**config.mk**
```make
export PLATFORM = sky130hd
export DESIGN_NAME = demux_16line_8bit
export DESIGN_NICKNAME = d
export VERILOG_FILES = /design/src/rtl/demux_16line_8bit.sv
export SDC_FILE = /design/constraint.sdc
export NUM_CORES = 1
export LEC_CHECK = 0
export CORE_MARGIN = 10
export CORE_UTILIZATION = 52
export DETAILED_ROUTE_END_ITERATION = 12
export PLACE_DENSITY = 0.83
export SYNTH_ARGS = -nofsm -noshare
export SYNTH_HDL_FRONTEND = slang
export SYNTH_SLANG_ARGS = --single-unit
```
**constraint.sdc**
```tcl
create_clock -name clk -period 5.3 [get_ports clk]
set_clock_uncertainty 0.05 [all_clocks]
set_input_delay 0.53 -clock clk [delete_from_list [all_inputs] [get_ports clk]]
set_output_delay 0.53 -clock clk [all_outputs]
set_load 0.03 [all_outputs]
```
**src/rtl/demux_16line_8bit.sv**
```systemverilog
// -----------------------------------------------------------------------------
// demux_16line_8bit
//
// Purpose:
//   Sixteen registered 8-bit lines. A data byte is written to one line per
//   cycle, either to the line picked by sel (direct mode) or to the line
//   pointed at by an internal auto-increment pointer (auto mode). A clear
//   request launches a 16-cycle sweep that zeroes every line in turn. While
//   the sweep runs, write and clear requests are ignored.
//
// Ports:
//   clk          in   1   system clock, rising edge active
//   clr_n        in   1   synchronous active-low reset
//   in           in   8   data byte to write
//   sel          in   4   target line for direct writes
//   we           in   1   write strobe, one write per cycle while high
//   auto         in   1   1 = write to line[ptr] and advance ptr
//   clear        in   1   single-cycle request to start the clear sweep
//   out0..out15  out  8   registered contents of line 0..15
//   ptr          out  4   auto-write pointer
//   busy         out  1   high while the clear sweep is running
// -----------------------------------------------------------------------------
module demux_16line_8bit (
    input  logic       clk,
    input  logic       clr_n,
    input  logic [7:0] in,
    input  logic [3:0] sel,
    input  logic       we,
    input  logic       auto,
    input  logic       clear,
    output logic [7:0] out0,
    output logic [7:0] out1,
    output logic [7:0] out2,
    output logic [7:0] out3,
    output logic [7:0] out4,
    output logic [7:0] out5,
    output logic [7:0] out6,
    output logic [7:0] out7,
    output logic [7:0] out8,
    output logic [7:0] out9,
    output logic [7:0] out10,
    output logic [7:0] out11,
    output logic [7:0] out12,
    output logic [7:0] out13,
    output logic [7:0] out14,
    output logic [7:0] out15,
    output logic [3:0] ptr,
    output logic       busy
);

    typedef enum logic {
        IDLE     = 1'b0,
        CLEARING = 1'b1
    } state_t;

    state_t     state_q, state_d;
    logic [3:0] sweepCnt_q, sweepCnt_d;
    logic [3:0] ptr_q, ptr_d;
    logic       busy_q, busy_d;
    logic [7:0] lines_q [16];
    logic [7:0] lines_d [16];

    // State register plus every other piece of state. Reset is sampled on
    // the clock edge and overrides everything, including a sweep in flight.
    always_ff @(posedge clk) begin
        if (!clr_n) begin
            state_q    <= IDLE;
            sweepCnt_q <= 4'd0;
            ptr_q      <= 4'd0;
            busy_q     <= 1'b0;
            for (int i = 0; i < 16; i++) begin
                lines_q[i] <= 8'h00;
            end
        end else begin
            state_q    <= state_d;
            sweepCnt_q <= sweepCnt_d;
            ptr_q      <= ptr_d;
            busy_q     <= busy_d;
            for (int i = 0; i < 16; i++) begin
                lines_q[i] <= lines_d[i];
            end
        end
    end

    // Next-state logic. A clear request in IDLE wins over any write in the
    // same cycle; once sweeping, only the sweep counter decides the exit.
    always_comb begin
        state_d = state_q;
        case (state_q)
            IDLE: begin
                if (clear) begin
                    state_d = CLEARING;
                end
            end
            CLEARING: begin
                if (sweepCnt_q == 4'd15) begin
                    state_d = IDLE;
                end
            end
            default: state_d = IDLE;
        endcase
    end

    // Datapath / output logic. busy is registered alongside the state so it
    // changes only on clock edges and is high exactly while in CLEARING.
    always_comb begin
        lines_d    = lines_q;
        ptr_d      = ptr_q;
        sweepCnt_d = sweepCnt_q;
        busy_d     = (state_d == CLEARING);
        case (state_q)
            IDLE: begin
                if (clear) begin
                    sweepCnt_d = 4'd0;
                end else if (we) begin
                    if (auto) begin
                        lines_d[ptr_q] = in;
                        ptr_d          = ptr_q + 4'd1;
                    end else begin
                        lines_d[sel] = in;
                    end
                end
            end
            CLEARING: begin
                // The sweep is deaf to we/clear; it only zeroes its own line.
                lines_d[sweepCnt_q] = 8'h00;
                sweepCnt_d          = sweepCnt_q + 4'd1;
                if (sweepCnt_q == 4'd15) begin
                    ptr_d = 4'd0;
                end
            end
            default: begin
                sweepCnt_d = 4'd0;
            end
        endcase
    end

    // Each output port is a straight wire from its line register.
    assign out0  = lines_q[0];
    assign out1  = lines_q[1];
    assign out2  = lines_q[2];
    assign out3  = lines_q[3];
    assign out4  = lines_q[4];
    assign out5  = lines_q[5];
    assign out6  = lines_q[6];
    assign out7  = lines_q[7];
    assign out8  = lines_q[8];
    assign out9  = lines_q[9];
    assign out10 = lines_q[10];
    assign out11 = lines_q[11];
    assign out12 = lines_q[12];
    assign out13 = lines_q[13];
    assign out14 = lines_q[14];
    assign out15 = lines_q[15];
    assign ptr   = ptr_q;
    assign busy  = busy_q;

endmodule

```
# == Word-level counts from Yosys, hierarchy flattened ==
# Cells that the tools add are included.
# op_classes
bitwise_logic,6
n_lt_le_gt_ge,6
add_sub_neg,2
reduce_logical,5
mux,22
n_eq_ne,6
# ops
op,count
$mux 128,3
$bwmux 128,2
$pmux 128 s2,1
$and 128x128->128,1
$not 128->128,1
$demux 8 s4,3
$mux 8,3
$mux 4,5
$pmux 4 s2,2
$ge 5x5->1 const B,3
$lt 5x1->1 const B,3
$not 4->5,3
$add 4x1->4 const B,2
$ne 2x2->1 const B,4
$eq 4x4->1 const B,1
$reduce_and 4->1,1
$logic_and 1x1->1,3
$mux 1,2
$ne 2x1->1 const B,1
$pmux 1 s2,1
$reduce_and 2->1,1
$not 1->1,1
# word_totals
ff_bits,137
output_inout_bits,133
elab_cells,66
input_bits,17

# == Longest topological paths before layout ==
# depth
word_depth,10
mapped_depth,8
ltp_nobuf,5

# == Least setup slack after synthesis ==
# No wires, ideal clock.
# synth_timing
path_type,register to register
start,"register ptr_q[0], in the netlist ptr[0]"
end,"register lines_q, in the netlist out15[7]"
n_path_buf,3
stages_incl_launch_ff,9
t_arrival_ns,1.864
path_slack_ns,3.259
setup_ns,0.128
path_cell_list,dfxtp_1 ha_1 buf_1 nand4_1 o31a_1 clkbuf_1 a32o_1 buf_2 o2bb2ai_1
# synth_between
elab_chain_len,10
# synth_lines
item,line_no,rtl
from (decl),58,"logic [3:0] ptr_q, ptr_d;"
from (signal assigned),77,ptr_q <= ptr_d;
$not 4->5 (implied by the code) *,117,lines_d[ptr_q] = in;
$ge 5x5->1 (implied by the code) / $lt 5x1->1 (equally long branches),117,
$logic_and 1x1->1 (implied by the code),117,
$mux 8 (implied by the code),117,
$demux 8 s4 *,117,
$bwmux 128 *,117,
$mux 128 *,116,if (auto) begin
$mux 128 *,115,end else if (we) begin
$mux 128 *,113,if (clear) begin
$pmux 128 s2 *,111,case (state_q)
"to (signal, indexed assignment)",80,lines_q[i] <= lines_d[i];
to (decl),60,logic [7:0] lines_q [16];
# Every way passes the cells marked *; elsewhere a longest branch is shown, timed or not. The select of a mux whose other input is x is not followed.
# A chain may end at the register's enable or synchronous reset.

# == Final worst setup path ==
# layout_timing
start,input auto
end,"register lines_q, in the netlist out3[5]"
# layout_between
elab_chain_len,4
# layout_lines
item,line_no,rtl
from (decl),29,"input logic auto,"
$mux 128,116,
$mux 128,115,
$mux 128,113,
$pmux 128 s2,111,
# No other way between the ends. The select of a mux whose other input is x is not followed.

==> impl_metrics.env <==
export IMPL_status="complete, no violations"
export IMPL_finalSetupTns_ps=0
export IMPL_drtIter0Drc=711
export IMPL_start_util=0.535
export IMPL_ant_nets=0
export IMPL_start_kind="input pin"
export IMPL_synth_cell_types=43
export IMPL_wl_um=19300
export IMPL_ys_seq_area_frac=0.497
export IMPL_power_density_nw_per_um2=315
export IMPL_ys_top_cells_by_area="dfxtp_1, o22ai_1, nand2_1"
export IMPL_yosysTopAreaCell="dfxtp_1"
export IMPL_p_clk_frac=0.479
export IMPL_p_seq_frac=0.442
export IMPL_finalNetCount=721
export IMPL_fmax_mhz=343
export IMPL_reg2regPathDepth=5
export IMPL_clock_latency_ps=530
export IMPL_maxCapViolations=0
export IMPL_slowest_delay_ps=980
export IMPL_placed_cell_area_um2=6900
export IMPL_ys_warn_count=0
export IMPL_pwr_share_comb=0.079
export IMPL_peakVddDrop_mv=0.190
export IMPL_period_needed_ps=2920
export IMPL_p_leak_nw=2.44
export IMPL_crit_type="input pin to flip-flop"
export IMPL_cts_sinks=137
export IMPL_grt_ovfl_total=0
export IMPL_startpoint="auto"
export IMPL_clkTransAtPathRegs_ps=70
export IMPL_drc=0
export IMPL_power_total_w=0.00235
export IMPL_syn_area_um2=5520
export IMPL_timing_final_crit_share=0.551
export IMPL_multiInputGateArea_um2=2460
export IMPL_dr_pass1_iters=5
export IMPL_netSwitchingFraction=0.278
export IMPL_grt_max_degree=102
export IMPL_max_slew_margin_rel=0.265
export IMPL_cts_setup_buffers=0
export IMPL_cts_buffer_depth=2
export IMPL_synthMuxAreaShare=0.00181
export IMPL_holdCritStartpoint="out15[2]$_SDFFE_PN0P_"
export IMPL_grt_util_all_layers=0.249
export IMPL_slowest_stage="clkdlybuf4s50_1"
export IMPL_syn_num_nets=599
export IMPL_viasPerCell=6.23
export IMPL_drive_above_1_share=0.0677
export IMPL_grt_pass1_vias=5216
export IMPL_cts_buffers=17
export IMPL_synth_edf_count=0
export IMPL_cts_root_buf="clkbuf_8"
export IMPL_final_seq_area_um2=2740
export IMPL_htreeDepth=4
export IMPL_hold_viol_final=0
export IMPL_io_pins=150
export IMPL_synth_compound_area_frac=0.277
export IMPL_synth_top_family_by_area="compound AO/OA/AOI/OAI gates"
export IMPL_antenna_found_initial=0
export IMPL_syn_avg_cell_area_um2=9.62
export IMPL_grt_pass1_wl_um=29400
export IMPL_hold_ws_ps=418
export IMPL_required_ps=5620
export IMPL_syn_inst=574
export IMPL_worstSetupEndpointType="flip-flop"
export IMPL_yosysTopAreaCellShare=0.497
export IMPL_place_hpwl_um=13000
export IMPL_synthXorXnorAreaFrac=0.00317
export IMPL_synthAdderAreaFrac=0.0181
export IMPL_setup_viol=0
export IMPL_slew_viol_final=0
export IMPL_die_area_um2=15100
export IMPL_coreArea_um2=10300
export IMPL_die_h_um=123
export IMPL_ys_ff_latch=137
export IMPL_rr_startpoint="busy$_SDFF_PN0_"
export IMPL_num_antenna_cells=0
export IMPL_port_buffer_count=149
export IMPL_hold_path_cell_count=1
export IMPL_gp_congestion=0.950
export IMPL_area_growth_synth_to_final_pct=35.3
export IMPL_cp_data_arrival_time_ps=3240
export IMPL_synthFlopType="dfxtp_1"
export IMPL_switchingPower_w=0.000654
export IMPL_fp_row_count=37
export IMPL_tritoncts="done"
export IMPL_post_drt_wl_per_cell_um=22.8
export IMPL_power_internal_w=0.00170
export IMPL_synth_most_common_cell="dfxtp_1"
export IMPL_holdBufCountCts=0
export IMPL_fin_area_um2=7460
export IMPL_crit_chain="clkdlybuf4s50_1, nand2b_1, a21oi_1, a2111oi_4, o22ai_1"
export IMPL_synthArstFlopShare=0
export IMPL_worst_pin_slew_ps=1100
export IMPL_rsz0062_at_grt="no"
export IMPL_hold_path_class="flip-flop to flip-flop"
export IMPL_cts_resized=0
export IMPL_critPathMaxFanout=35
export IMPL_vias=5265
export IMPL_ys_top_cells_by_count="dfxtp_1, nand2_1, o22ai_1"
export IMPL_fp_dieW_um=123
export IMPL_synthSimpleGateAreaFrac=0.145
export IMPL_filler_cell_count=761
==> cells by family after synthesis <==
family                     after synthesis
and+or+nand+nor                        165
AOI/OAI and AO/OA                      205
adders and majority gates                8
DFF                                    137
buffers and inverters                   56
muxes                                    1
xor gates and xnor gates                 2
==> final cells by class <==
type,instances,area share
clock buffer,17,0.0555
tap,136,0.0228
timing repair buffer,151,0.201
inverter,8,0.00402
clock inverter,15,0.0199
sequential,137,0.367
multi-input combinational,381,0.329
==> layer usage <==
layer | GRT usage | vias to the layer above | wire, µm
li1 | - | 2392 | -
met1 | 0.294 | 2514 | 7630
met2 | 0.409 | 322 | 8990
met3 | 0.0884 | 37 | 2280
met4 | 0.0895 | 0 | 357
met5 | 0 | - | 0
==> worst max-delay path, delay by kind of cell <==
kind            cells  cell delay (ps)
compound gates      3              960
buf+inv             1              980
simple gates        1              760
==> cell usage in the layout (no fill, tap or decap), types with 3 or more instances in the layout <==
cell / n
a2111oi_4: 7
a21oi_1: 33
a31oi_1: 24
clkbuf_16: 16
clkdlybuf4s50_1: 148
dfxtp_1: 137
ha_1: 8
inv_1: 7
inv_6: 4
inv_8: 6
nand2_1: 108
nand2b_1: 5
nand3_1: 3
nor2_1: 7
nor2b_1: 11
nor3_1: 9
nor4_1: 6
nor4_4: 4
o22ai_1: 88
o2bb2ai_1: 40
o41a_1: 4
==> path summary, 6_finish.rpt <==
kind,slack [ps],endpoint
hold reg to reg,420,out15[2]$_SDFFE_PN0P_
setup reg to reg,2740,out3[5]$_SDFFE_PN0P_
hold / removal,420,out15[2]$_SDFFE_PN0P_
setup / recovery,2380,out3[5]$_SDFFE_PN0P_
==> metrics by stage <==
stage	cells	setup WS, ps	utilization
6_report	845	2380	0.723
5_1_grt	845	2160	0.723
4_1_cts	845	2490	0.723
3_5_place_dp	813	1970	0.669
3_3_place_gp	813	2060	0.669
2_1_floorplan	574	3260	-
==> power by group through the flow <==
| stage | logic [W] | registers, W | clock network [W] |
|---|---|---|---|
| 6_report | 0.000185 | 0.00104 | 0.00113 |
| 5_1_grt | 0.000197 | 0.00104 | 0.00118 |
| 3_5_place_dp | 0.000180 | 0.00106 | 0 |
| 2_1_floorplan | 0.000128 | 0.00107 | 0 |
| 3_3_place_gp | 0.000177 | 0.00106 | 0 |
| 4_1_cts | 0.000182 | 0.00104 | 0.00113 |
Note: power is estimated with default switching activity, not from simulation.
